### src/rtl/proc_pkg.sv
// Shared processor constants: address width, default instruction width, opcodes.
package proc_pkg;

  localparam int unsigned ADDR_WIDTH    = 16;
  localparam int unsigned DEF_ROM_WIDTH = 21;
  localparam int unsigned OPCODE_WIDTH  = 5;

  localparam logic [OPCODE_WIDTH-1:0] OP_JMP = 5'b01001;
  localparam logic [OPCODE_WIDTH-1:0] OP_JOV = 5'b01011;

endpackage : proc_pkg

### src/rtl/pc_reg.sv
// Fetch address register: load wins over increment, otherwise hold; wraps modulo 2^16.
module pc_reg
  import proc_pkg::*;
#(
  parameter logic [ADDR_WIDTH-1:0] RESET_ADDR = 16'h0000
) (
  input  logic                  clk,
  input  logic                  rst,
  input  logic                  load,
  input  logic [ADDR_WIDTH-1:0] load_addr,
  input  logic                  inc,
  output logic [ADDR_WIDTH-1:0] addr
);

  always_ff @(posedge clk or posedge rst) begin
    if (rst) begin
      addr <= RESET_ADDR;
    end else if (load) begin
      addr <= load_addr;
    end else if (inc) begin
      addr <= addr + ADDR_WIDTH'(1);
    end
  end

endmodule : pc_reg

### src/rtl/instr_fetch.sv
// Instruction fetch stage: IR/PC capture with decode handshake and jump redirect.
// Define FETCH_HALT_DETECT_EN to stop fetch permanently on an accepted self-jump.
module instr_fetch
  import proc_pkg::*;
#(
  parameter int unsigned           ROM_WIDTH  = DEF_ROM_WIDTH,
  parameter logic [ADDR_WIDTH-1:0] RESET_ADDR = 16'h0000
) (
  input  logic                  CLK,
  input  logic                  RST,
  output logic [ADDR_WIDTH-1:0] ADDR,
  input  logic [ROM_WIDTH-1:0]  data,
  output logic [ROM_WIDTH-1:0]  IR,
  output logic [ADDR_WIDTH-1:0] PC,
  output logic                  ir_valid,
  input  logic                  ir_ready,
  input  logic                  jmp_req,
  input  logic [ADDR_WIDTH-1:0] jmp_addr,
  output logic                  halted
);

  logic                  halt_c;
  logic                  load_c;
  logic                  capture_c;
  logic [ROM_WIDTH-1:0]  ir_d;
  logic [ADDR_WIDTH-1:0] pc_d;
  logic                  valid_d;

  pc_reg #(
    .RESET_ADDR (RESET_ADDR)
  ) u_pc_reg (
    .clk       (CLK),
    .rst       (RST),
    .load      (load_c),
    .load_addr (jmp_addr),
    .inc       (capture_c),
    .addr      (ADDR)
  );

`ifdef FETCH_HALT_DETECT_EN
  logic halted_d;
`endif

  // Priority: halt on self-jump, then redirect, then capture, else hold.
  always_comb begin
    halt_c = 1'b0;
`ifdef FETCH_HALT_DETECT_EN
    halt_c = ir_valid & ir_ready & !halted
           & (IR[ROM_WIDTH-1 -: OPCODE_WIDTH] == OP_JMP)
           & (IR[ADDR_WIDTH-1:0] == PC);
    halted_d = halted | halt_c;
`endif
    load_c    = jmp_req & !halted & !halt_c;
    capture_c = (!ir_valid | ir_ready) & !jmp_req & !halted & !halt_c;
    ir_d      = IR;
    pc_d      = PC;
    valid_d   = ir_valid;
    if (halt_c || load_c) begin
      valid_d = 1'b0;
    end else if (capture_c) begin
      ir_d    = data;
      pc_d    = ADDR;
      valid_d = 1'b1;
    end
  end

  always_ff @(posedge CLK or posedge RST) begin
    if (RST) begin
      IR       <= '0;
      PC       <= '0;
      ir_valid <= 1'b0;
    end else begin
      IR       <= ir_d;
      PC       <= pc_d;
      ir_valid <= valid_d;
    end
  end

`ifdef FETCH_HALT_DETECT_EN
  always_ff @(posedge CLK or posedge RST) begin
    if (RST) begin
      halted <= 1'b0;
    end else begin
      halted <= halted_d;
    end
  end
`else
  assign halted = 1'b0;
`endif

endmodule : instr_fetch

### config.mk
export PLATFORM = sky130hd
export DESIGN_NAME = instr_fetch
export DESIGN_NICKNAME = d
export VERILOG_FILES = /design/src/rtl/proc_pkg.sv /design/src/rtl/pc_reg.sv /design/src/rtl/instr_fetch.sv
export SDC_FILE = /design/constraint.sdc
export NUM_CORES = 1
export LEC_CHECK = 0
export ABC_AREA = 1
export CORE_UTILIZATION = 35
export CTS_CLUSTER_SIZE = 30
export DETAILED_ROUTE_END_ITERATION = 6
export PLACE_DENSITY = 0.66
export SYNTH_ARGS = -nofsm -noshare
export SYNTH_HDL_FRONTEND = slang
export SYNTH_SLANG_ARGS = --single-unit
### constraint.sdc
create_clock -name CLK -period 2.4 [get_ports CLK]
set_clock_uncertainty 0.1 [all_clocks]
set_input_delay 0.72 -clock CLK [delete_from_list [all_inputs] [get_ports CLK]]
set_output_delay 0.72 -clock CLK [all_outputs]
set_load 0.005 [all_outputs]
==> metrics.log <==
[metrics] status: finished clean
[metrics] clock input transition at the sequential cells of the worst setup and hold paths: 0.10 ns
[metrics] power density relative to cell area: about 630 mW/mm^2
[metrics] worst path buffer plus inverter count: 1
[metrics] post-layout util: 53.7%
[metrics] total of buffers placed on input and output ports: 94
[metrics] Worst R2R Path Depth: 6
[metrics] reg-to-reg critical path endpoint: u_pc_reg.addr[10]
[metrics] required time of the worst setup path: 1.58 ns
[metrics] final setup slack of the worst path: approximately 0.22 ns
[metrics] Sinks on Clock Net: 54
[metrics] most common flop cell mapped by yosys: sky130_fd_sc_hd__dfrtp_1
[metrics] number of global-route vias before repair: 2291
[metrics] global route total overflow: 0
[metrics] cell chosen for the clock root: sky130_fd_sc_hd__clkbuf_8
[metrics] share of total power in combinational logic: 24.7%
[metrics] post-synth design cell area: 0.00253 sq mm
[metrics] LEAKAGE: 1.71 nW
[metrics] reg-to-reg critical path startpoint: u_pc_reg.addr[1]
[metrics] sequence of cells on the critical path: clkdlybuf4s50_1
[metrics] Max Buffers Root-to-Sink: 2
[metrics] worst path arrival time: approximately 1.4 ns
[metrics] Detail Route Antenna Nets: 0
[metrics] ratio of final minimum period to clock period: 90.7%
[metrics] total of cells resized after clock tree synthesis: 0
[metrics] net count of the mapped netlist: 365
[metrics] initial core utilization: 36.6%
[metrics] last weighted congestion value of the routability-driven placer: 0.820
[metrics] pre-CTS setup slack: 0.233 ns
[metrics] I/O pin count: 96
[metrics] Post-synth ARST share: 100%
[metrics] Final HPWL DP: 5060 um
[metrics] area share of fa/ha/maj cells after synthesis: 0.495%
[metrics] Synth area leader: sky130_fd_sc_hd__dfrtp_1
[metrics] fraction of final layout cells with drive strength greater than 1: around 5.7%
[metrics] number of buffers inserted during clock tree synthesis: 5
[metrics] critical path's largest stage delay: 0.55 ns
[metrics] path class of the lowest-slack min-delay path: register to register
[metrics] reported net switching power: 0.636 mW
[metrics] peak fanout along the critical path: 8
[metrics] die width: 87.0 um
[metrics] Top delay family on crit path: buffers and inverters
[metrics] max-cap check violation count: 0
[metrics] post-synthesis compound-gate area fraction: 4.90%
[metrics] number of diodes added for antenna fixing: 0
[metrics] worst setup path class: register to primary output
[metrics] internal power summed over all cells: 1.70 mW
[metrics] dominant combinational cell family by area after synthesis: simple AND/OR/NAND/NOR gates
[metrics] DR DRC count: 0
[metrics] Total Routing Usage GR: 19.4%
[metrics] total placed instance area: around 0.0036 sq mm
[metrics] power consumption: 2.34 mW
[metrics] TritonCTS clock tree: yes
[metrics] fraction of synthesized area in multiplexers: 0%
[metrics] NumNets Final: roughly 460
[metrics] count of distinct cell types in the synthesized netlist: 26
[metrics] Die Span Y: 87.0 um
[metrics] DRT Pass-1 Iters: 4
[metrics] standard-cell rows: 30
[metrics] Crit-path slowest cell: sky130_fd_sc_hd__clkdlybuf4s50_1
[metrics] simple-gate share of the synthesized area: between 30% and 40%
[metrics] fraction of post-synthesis cell area in the top cell type by area: 53.4%
[metrics] instance count on the critical path: 1
[metrics] post-synthesis sequential element count: 54
[metrics] Detailed Route Iter0 Violations: 167
[metrics] antenna violations before repair: 0
[metrics] Clock Power Share: 27.3%
[metrics] kind of end point of the critical path: primary output
[metrics] post-route cell area: 0.00371 sq mm
[metrics] Setup crit end: ADDR[2]
[metrics] area of the die: 0.00757 sq mm
[metrics] Max Clk Rate: ~460 MHz
[metrics] maximum number of pins on one net before global-route repair: 28
[metrics] TNS Setup: 0 ns
[metrics] CP startpoint: u_pc_reg.addr[2]
[metrics] Synth warnings: 0
[metrics] detailed-route wire length: 6890 um
[metrics] synthesized-area fraction occupied by xor and xnor cells: 1.04%
[metrics] sequential share of the synthesized area: 53.4%
[metrics] final critical delay including setup and external delays: 2.18 ns
[metrics] Area growth syn-to-layout: 46.6%
[metrics] startpoint type of the worst setup path: register
[metrics] DR vias: 2361
[metrics] hold buffers post-CTS: 0
[metrics] worst-skew pair later-pin latency: 0.31 ns
[metrics] CTS H-tree lvls: 2
[metrics] number of enable-type register cells in the synthesized netlist: 0
[metrics] largest cells by area after synthesis: sky130_fd_sc_hd__dfrtp_1 (53%), sky130_fd_sc_hd__nand2_1 (17%), sky130_fd_sc_hd__nor2_1 (9.1%)
[metrics] final max-slew violation count: 0
[metrics] Setup-failing EPs final: 0
[metrics] mean area per synthesized cell: 7.83 sq um
[metrics] worst setup slack for register-to-register paths: 0.85 ns
[metrics] unrepaired setup endpoints after global routing: false
[metrics] setup bufs post-CTS: 0
[metrics] core box area: 0.00691 sq mm
[metrics] first-pass GRT wire length: 11300 um
[metrics] via-per-instance ratio: ~4.6
[metrics] post-synthesis instance total: 323
[metrics] count of final hold-check violations: 0
[metrics] average routed wire per standard cell: 13.4 um
[metrics] relative contribution of sequential cells to total power: a little under half
[metrics] switch share: between 20% and 30%
[metrics] largest voltage drop on the vdd net: about 0.34 mV
==> registers in the layout (all words and copies together), names as in the netlist <==
register       flops
IR                21
PC                16
u_pc_reg.addr     16
ir_valid           1
==> how the worst min path moves through the flow <==
stage                     startpoint     end  slack, ns  depth (start not counted)
after floorplan                IR[0]   IR[0]       0.37                          2
after global placement        IR[13]  IR[13]       0.36                          2
after detailed placement      IR[17]  IR[17]       0.36                          2
after CTS                     IR[17]  IR[17]       0.39                          2
after global routing           IR[6]   IR[6]       0.41                          2
final                         IR[17]  IR[17]       0.39                          2
==> area by class of cell <==
| class | count | area (sq um) |
|---|---|---|
| Clock buffer | 6 | 82.6 |
| Clock inverter | 1 | 30.0 |
| Fill cell | 661 | 3200 |
| Inverter | 20 | 77.6 |
| Multi-Input combinational cell | 235 | 1000 |
| Sequential cell | 54 | 1350 |
| Tap cell | 96 | 120 |
| Timing Repair Buffer | 103 | 1050 |
==> layout by cell type (no fill, tap or decap), types with 3 or more instances in the layout <==
cell	Yosys	routed
sky130_fd_sc_hd__nand2_1	115	115
sky130_fd_sc_hd__clkdlybuf4s50_1	0	94
sky130_fd_sc_hd__nor2_1	61	61
sky130_fd_sc_hd__dfrtp_1	54	54
sky130_fd_sc_hd__nand3_1	23	23
sky130_fd_sc_hd__inv_1	18	17
sky130_fd_sc_hd__a21oi_1	10	10
sky130_fd_sc_hd__o21ai_0	8	8
sky130_fd_sc_hd__clkbuf_8	0	6
sky130_fd_sc_hd__buf_4	2	6
sky130_fd_sc_hd__nor2_2	3	3
sky130_fd_sc_hd__buf_12	0	3
==> Yosys cell counts (2+ instances only) <==
| cell type | instances |
|---|---|
| sky130_fd_sc_hd__xor2_1 | 2 |
| sky130_fd_sc_hd__inv_1 | 18 |
| sky130_fd_sc_hd__buf_2 | 7 |
| sky130_fd_sc_hd__nor2_2 | 3 |
| sky130_fd_sc_hd__nand2_1 | 115 |
| sky130_fd_sc_hd__a22oi_1 | 2 |
| sky130_fd_sc_hd__nand3_1 | 23 |
| sky130_fd_sc_hd__nand4_1 | 2 |
| sky130_fd_sc_hd__nor2_1 | 61 |
| sky130_fd_sc_hd__buf_4 | 2 |
| sky130_fd_sc_hd__dfrtp_1 | 54 |
| sky130_fd_sc_hd__buf_6 | 4 |
| sky130_fd_sc_hd__a21oi_1 | 10 |
| sky130_fd_sc_hd__o21ai_0 | 8 |
==> metrics by stage <==
step	std cells	hold slack (ns)
floorplan	323	0.372
global placement	508	0.364
detailed placement	508	0.365
CTS	515	0.390
global route	515	0.409
finish	515	0.386
==> tightest hold or removal path: stages (launching register included) <==
cell and delay, ns:
sky130_fd_sc_hd__dfrtp_1 0.35, sky130_fd_sc_hd__nand2_1 0.05, sky130_fd_sc_hd__nand2_1 0.05
==> cells by family (layout without fill, tap and decap cells) <==
logic type / Yosys count / count (layout)
adders and majority gates: 1 / 1
AOI/OAI and AO/OA: 23 / 23
DFF: 54 / 54
and+or+nand+nor: 207 / 207
other: 1 / 1
xor gates and xnor gates: 3 / 3
buffers and inverters: 34 / 130
==> power groups by stage <==
stage	logic (mW)	clock network, mW	registers, mW
4_1_cts	0.585	0.649	1.12
3_5_place_dp	0.582	0	1.14
3_3_place_gp	0.573	0	1.14
6_report	0.576	0.638	1.12
2_1_floorplan	0.220	0	1.13
5_1_grt	0.639	0.690	1.14
==> per-layer routing <==
layer	vias up	part of all wire (%)	track usage (%)
met5	-	0	0
li1	1188	-	-
met4	0	1.2	6.52
met2	46	48	31.6
met3	6	3.1	3.13
met1	1121	47	26.4
No activity file was read; power rests on OpenSTA's default activity.
